File: src/rtl/fps_uart_host.sv
// fps_uart_host: FPGA-side register master for the FPS digital_core UART link (posi out, piso in).
// Optional build macro FPS_HOST_WRITE_VERIFY_EN adds an automatic readback check after every write.
module fps_uart_host #(
  parameter int unsigned CLKS_PER_BIT   = 16,
  parameter int unsigned TIMEOUT_CYCLES = 4096
) (
  input  logic       clk,
  input  logic       reset_n,
  input  logic       cmd_valid,
  output logic       cmd_ready,
  input  logic       cmd_wrb,
  input  logic [7:0] cmd_addr,
  input  logic [7:0] cmd_data,
  output logic       posi,
  input  logic       piso,
  output logic       rsp_valid,
  output logic [7:0] rsp_data,
  output logic [1:0] rsp_err,
  output logic [7:0] unsol_cnt
);
  localparam int unsigned CW = $clog2(CLKS_PER_BIT);
  localparam int unsigned TW = $clog2(TIMEOUT_CYCLES + 1);

  typedef enum logic [1:0] {S_IDLE, S_TX, S_WAIT_RSP, S_DONE} state_t;
  state_t state, state_n;

  logic [19:0]   tx_sh;
  logic [CW-1:0] tx_cnt;
  logic [4:0]    tx_bit;
  logic          tx_last;
  logic          lat_wrb;
  logic [7:0]    lat_addr;
  logic [TW-1:0] tmo_cnt;
  logic          tmo_hit;
  logic          accept;
`ifdef FPS_HOST_WRITE_VERIFY_EN
  logic [7:0]    lat_data;
  logic          verify_q;
`endif
  logic          s1, s2, s3;
  logic          rx_busy;
  logic [CW-1:0] rx_cnt;
  logic [4:0]    rx_bit;
  logic [17:0]   rx_sh;
  logic [17:0]   rx_pkt;
  logic          rx_done;
  logic [1:0]    chk_err;

  // Full UART frame, LSB first: start, pkt[0..17], stop.
  function automatic logic [19:0] make_frame(input logic [7:0] a, input logic [7:0] d,
                                             input logic w);
    logic [16:0] p;
    p = {a, d, w};
    return {1'b1, ~^p, p, 1'b0};
  endfunction

  assign accept  = cmd_valid & cmd_ready;
  assign tx_last = (tx_cnt == CW'(CLKS_PER_BIT - 1)) && (tx_bit == 5'd19);
  assign tmo_hit = (tmo_cnt == TW'(TIMEOUT_CYCLES - 1));
  assign posi    = (state == S_TX) ? tx_sh[0] : 1'b1;

  always_ff @(posedge clk) begin
    if (!reset_n) state <= S_IDLE;
    else          state <= state_n;
  end

  always_comb begin
    state_n = state;
    case (state)
      S_IDLE:     if (accept) state_n = S_TX;
      S_TX: begin
        if (tx_last) begin
`ifdef FPS_HOST_WRITE_VERIFY_EN
          state_n = (lat_wrb || verify_q) ? S_WAIT_RSP : S_TX;
`else
          state_n = lat_wrb ? S_WAIT_RSP : S_DONE;
`endif
        end
      end
      S_WAIT_RSP: if (rx_done || tmo_hit) state_n = S_DONE;
      S_DONE:     state_n = S_IDLE;
      default:    state_n = S_IDLE;
    endcase
  end

  always_comb begin
    chk_err = 2'd0;
    if (!(^rx_pkt))                    chk_err = 2'd1;
    else if (rx_pkt[16:9] != lat_addr) chk_err = 2'd2;
`ifdef FPS_HOST_WRITE_VERIFY_EN
    else if (verify_q && (rx_pkt[8:1] != lat_data)) chk_err = 2'd2;
`endif
  end

  always_ff @(posedge clk) begin
    if (!reset_n) begin
      cmd_ready <= 1'b0;
      tx_sh     <= '1;
      tx_cnt    <= '0;
      tx_bit    <= '0;
      lat_wrb   <= 1'b0;
      lat_addr  <= '0;
      tmo_cnt   <= '0;
      rsp_valid <= 1'b0;
      rsp_data  <= '0;
      rsp_err   <= '0;
      unsol_cnt <= '0;
`ifdef FPS_HOST_WRITE_VERIFY_EN
      lat_data  <= '0;
      verify_q  <= 1'b0;
`endif
    end else begin
      cmd_ready <= (state_n == S_IDLE);
      rsp_valid <= (state == S_DONE);
      tmo_cnt   <= (state == S_WAIT_RSP) ? tmo_cnt + TW'(1) : '0;
      if (accept) begin
        lat_wrb  <= cmd_wrb;
        lat_addr <= cmd_addr;
        tx_sh    <= make_frame(cmd_addr, cmd_wrb ? 8'h00 : cmd_data, cmd_wrb);
        tx_cnt   <= '0;
        tx_bit   <= '0;
`ifdef FPS_HOST_WRITE_VERIFY_EN
        lat_data <= cmd_data;
        verify_q <= 1'b0;
`endif
      end else if (state == S_TX) begin
        if (tx_cnt == CW'(CLKS_PER_BIT - 1)) begin
          tx_cnt <= '0;
          if (tx_bit == 5'd19) begin
            tx_bit <= '0;
`ifdef FPS_HOST_WRITE_VERIFY_EN
            // Write frame done: reload the shifter with the readback request, staying in TX.
            if (!lat_wrb && !verify_q) begin
              verify_q <= 1'b1;
              tx_sh    <= make_frame(lat_addr, 8'h00, 1'b1);
            end
`endif
          end else begin
            tx_bit <= tx_bit + 5'd1;
            tx_sh  <= {1'b1, tx_sh[19:1]};
          end
        end else begin
          tx_cnt <= tx_cnt + CW'(1);
        end
      end
      if (state == S_TX && state_n == S_DONE) begin
        rsp_data <= '0;
        rsp_err  <= '0;
      end else if (state == S_WAIT_RSP) begin
        if (rx_done) begin
          rsp_data <= rx_pkt[8:1];
          rsp_err  <= chk_err;
        end else if (tmo_hit) begin
          rsp_data <= '0;
          rsp_err  <= 2'd3;
        end
      end
      if (rx_done && state != S_WAIT_RSP && unsol_cnt != 8'hFF)
        unsol_cnt <= unsol_cnt + 8'd1;
    end
  end

  // Receiver: the start bit must stay low through its last sample, which rejects
  // glitches that outlast the mid-start check but are shorter than one bit.
  always_ff @(posedge clk) begin
    if (!reset_n) begin
      s1      <= 1'b1;
      s2      <= 1'b1;
      s3      <= 1'b1;
      rx_busy <= 1'b0;
      rx_cnt  <= '0;
      rx_bit  <= '0;
      rx_sh   <= '0;
      rx_pkt  <= '0;
      rx_done <= 1'b0;
    end else begin
      s1      <= piso;
      s2      <= s1;
      s3      <= s2;
      rx_done <= 1'b0;
      if (!rx_busy) begin
        if (s3 && !s2) begin
          rx_busy <= 1'b1;
          rx_cnt  <= '0;
          rx_bit  <= '0;
        end
      end else if (rx_bit == 5'd0) begin
        if (s2 && (rx_cnt <= CW'(CLKS_PER_BIT - 2))) begin
          rx_busy <= 1'b0;
        end else if (rx_cnt == CW'(CLKS_PER_BIT - 1)) begin
          rx_cnt <= '0;
          rx_bit <= 5'd1;
        end else begin
          rx_cnt <= rx_cnt + CW'(1);
        end
      end else begin
        if (rx_cnt == CW'(CLKS_PER_BIT / 2 - 1)) begin
          if (rx_bit == 5'd19) begin
            rx_busy <= 1'b0;
            rx_done <= s2;
            rx_pkt  <= rx_sh;
          end else begin
            rx_sh <= {s2, rx_sh[17:1]};
          end
        end
        if (rx_cnt == CW'(CLKS_PER_BIT - 1)) begin
          rx_cnt <= '0;
          rx_bit <= rx_bit + 5'd1;
        end else begin
          rx_cnt <= rx_cnt + CW'(1);
        end
      end
    end
  end

endmodule
File: config.mk
export PLATFORM = sky130hd
export DESIGN_NAME = fps_uart_host
export DESIGN_NICKNAME = d
export VERILOG_FILES = /design/src/rtl/fps_uart_host.sv
export SDC_FILE = /design/constraint.sdc
export NUM_CORES = 1
export LEC_CHECK = 0
export CAP_MARGIN = 20
export CORE_AREA = 2 2 95 97
export CTS_BUF_LIST = sky130_fd_sc_hd__clkbuf_2 sky130_fd_sc_hd__clkbuf_4 sky130_fd_sc_hd__clkbuf_8
export DETAILED_ROUTE_END_ITERATION = 12
export DIE_AREA = 0 0 97 99
export DONT_BUFFER_PORTS = 1
export PLACE_DENSITY = 0.79
export SYNTH_ARGS = -nofsm -noshare
export SYNTH_HDL_FRONTEND = slang
export SYNTH_SLANG_ARGS = --single-unit
File: constraint.sdc
create_clock -name clk -period 2.7 [get_ports clk]
set_input_delay 0.54 -clock clk [delete_from_list [all_inputs] [get_ports clk]]
set_output_delay 0.54 -clock clk [all_outputs]
set_load 0.01 [all_outputs]
==> results.cfg <==
[yosys]
syn_avg_cell_area_sq_um = 9.30
syn_area_sq_um = 5400
synthArstFlopShare_pct = 0
syn_nets = 610
synth_edf_count = 0
synth_seq_cells = 122
ys.flop_type = dfxtp_1
synthDistinctLibCells = 46
seq_area_frac_synth_pct = 45.2
netlist_instances = 581
yosys_warnings = 0

[setup_path]
path_class = reg -> reg
critPathRequiredTime_ns = 2.99
crit_buf_inv = 0
path_max_fanout = 10
cpPeakStageDelay_ns = 0.57
cp-end-kind = flop
path_cells = ha_1, nand3_1, or2_1, o31ai_4, nor2_1
critPathArrivalTime_ns = 2.29
critical_path.slowest_cell = o31ai_4
crit_family = simple AND/OR/NAND/NOR gates
startpoint_type = flop

[power_and_ir_drop]
p_per_area_nw_per_um2 = 612
combPwrFrac_pct = 4.3
peakVddDrop_v = 0.000464
leakagePower_nw = 2.29
seq_power_share_pct = 51.9
power_frac_clock_pct = 43.7
p_int_mw = 2.73
netSwitchingFraction_pct = 23.7
p_switching_uw = 846

[drt]
route.detailed.drc = 0
wl_met3_microns = 561
top_layer = met4
met1Wirelength_microns = 4670
routedWlPerCell_microns = 14.4
viasPerCell = 5.65
routed_wl_microns = 10100
first_iter_violations = 215
vias = 3958
antenna_left = 0
firstDrtPassIters = 4
wl_met2_microns = 4750

[place]
pre_cts_slack_ns = 0.736
gp_congestion = 0.797
dp_cells = 669
dpl_cell_area_sq_um = 5450
dp_hpwl_microns = 6730
portBuffers = 0

[clock_network]
cts.root.buffer_cell = clkbuf_8
cts_tree = built
clock_tree.buffer_depth = 2
cts_resized = 0
clkLatencyLatePin_ns = 0.43
cts_hold_buf = 0
clkTransAtPathRegs_ns = 0.08
post-cts-setup-buffers = 0
clkSinkCount = 122
numCtsBuffers = 17
htreeDepth = 4

[floorplan]
core_sq_um = 8550
start_util_pct = 63.2
die_height_microns = 99
io_pins = 42
std_cell_rows = 34
die_width_microns = 97
die_area_sq_um = 9600

[timing]
rsz0062_at_grt = false
clock.fmax_ghz = 0.502
relSlewSlack_pct = 54.7
setup_slack_ns = 0.707
period_share_pct = 73.8
period_minus_slack_ns = 1.99
tightest_slew_ns = 0.675
fin_tns_setup_ns = 0
final_max_slew_viol_count = 0
finalHoldViolCount = 0
finClkSkew_ns = 0.0101
setup_viol = 0

[cells_and_area]
final_cells = 700
synthToLayoutAreaGrowth_pct = 8.06
insertedDiodeCount = 0
layout_common_cells = dfxtp_1 (122), nand2_1 (79), mux2i_1 (45)
final_area_sq_um = 5840
fill_cells = 685
nNetsFinal = 609
layout_commonest_cell = dfxtp_1
drive_gt1_share_pct = 6.59

[global_routing]
antenna_found_initial = 0
grt.total_usage_pct = 22.5
grt.overflow.total = 0
grt_pass1_wl_microns = 17600
grt_max_degree = 95
first_global_vias = 3910

[job]
cap_viol_max_count = 0

[outcome]
outcome = finished, final reports clean

[hold_path]
hp-class = in -> reg
[per-stage QoR]
| step | utilization, % | total power, mW | hold WS, ns |
|---|---|---|---|
| 2_1_floorplan | - | 2.04 | 0.386 |
| 4_1_cts | 68.3 | 3.60 | 0.157 |
| 3_5_place_dp | 63.8 | 2.05 | 0.399 |
| 6_report | 68.3 | 3.57 | 0.183 |
| 5_1_grt | 68.3 | 3.70 | 0.147 |
| 3_3_place_gp | 63.8 | 2.05 | 0.398 |
[synthesized netlist by cell type (9+ instances only)]
cell	instances	area, sq um
nor2b_1	43	269
o21ai_0	11	55.1
nand3_1	17	85.1
a21boi_0	15	113
and2_1	13	81.3
mux2i_1	45	450
xnor2_1	39	342
a21oi_1	19	95.1
nand2_1	79	297
dfxtp_1	122	2440
clkbuf_1	16	60.1
nand4_1	10	62.6
nor2_1	41	154
xor2_1	17	149
o211ai_1	9	67.6
[metal layers]
| metal | global-route usage, % | vias up |
|---|---|---|
| met4 | 8.34 | 0 |
| met5 | 0 | - |
| li1 | - | 1988 |
| met1 | 28.1 | 1862 |
| met2 | 36.5 | 94 |
| met3 | 7.59 | 14 |
[power by group through the flow]
| stage | sequential [mW] | combinational [mW] | clock (mW) |
|---|---|---|---|
| after global placement | 1.90 | 0.150 | 0 |
| after global routing | 1.86 | 0.176 | 1.66 |
| final | 1.86 | 0.154 | 1.56 |
| after CTS | 1.86 | 0.155 | 1.59 |
| after floorplan | 1.89 | 0.147 | 0 |
| after detailed placement | 1.90 | 0.154 | 0 |
[final timing paths]
kind                                from                        to  slack, ns  cells after the start
hold reg to reg            s1$_SDFF_PN1_             s2$_SDFF_PN1_       0.45                      1
setup / recovery  tx_cnt[0]$_SDFFE_PP0P_  rsp_data[2]$_SDFFE_PP0P_       0.71                      5
hold / removal                   reset_n    tx_sh[10]$_SDFFE_PN1P_       0.18                      1
setup reg to reg  tx_cnt[0]$_SDFFE_PP0P_  rsp_data[2]$_SDFFE_PP0P_       0.71                      5
[cells by family (layout without fill, tap and decap cells)]
kind of cell | Yosys count | in the layout | synth area share, %
mux | 45 | 45 | 8.34
simple gates | 234 | 234 | 21.6
fa+ha+maj | 8 | 8 | 1.85
xor+xnor | 58 | 58 | 9.80
flops | 122 | 122 | 45.2
compound gates | 85 | 85 | 10.8
buf+inv | 29 | 40 | 2.41
[registers in the layout (all words and copies together), names as in the netlist, 5 cells and up]
| register | flops |
|---|---|
| rx_bit | 5 |
| unsol_cnt | 8 |
| lat_addr | 8 |
| tx_sh | 19 |
| tx_bit | 5 |
| rx_sh | 18 |
| rx_pkt | 18 |
| rsp_data | 8 |
| tmo_cnt | 13 |
[final cells by class]
cell class                      instances  area [sq um]  area share [%]
Multi-Input combinational cell        430          2830            48.5
Sequential cell                       122          2440            41.8
Clock buffer                           17           234            4.01
Clock inverter                         14           151            2.59
Tap cell                              108           135            2.31
Timing Repair Buffer                    3          22.5           0.386
Inverter                                6          22.5           0.386
No activity file was read; power rests on OpenSTA's default activity.
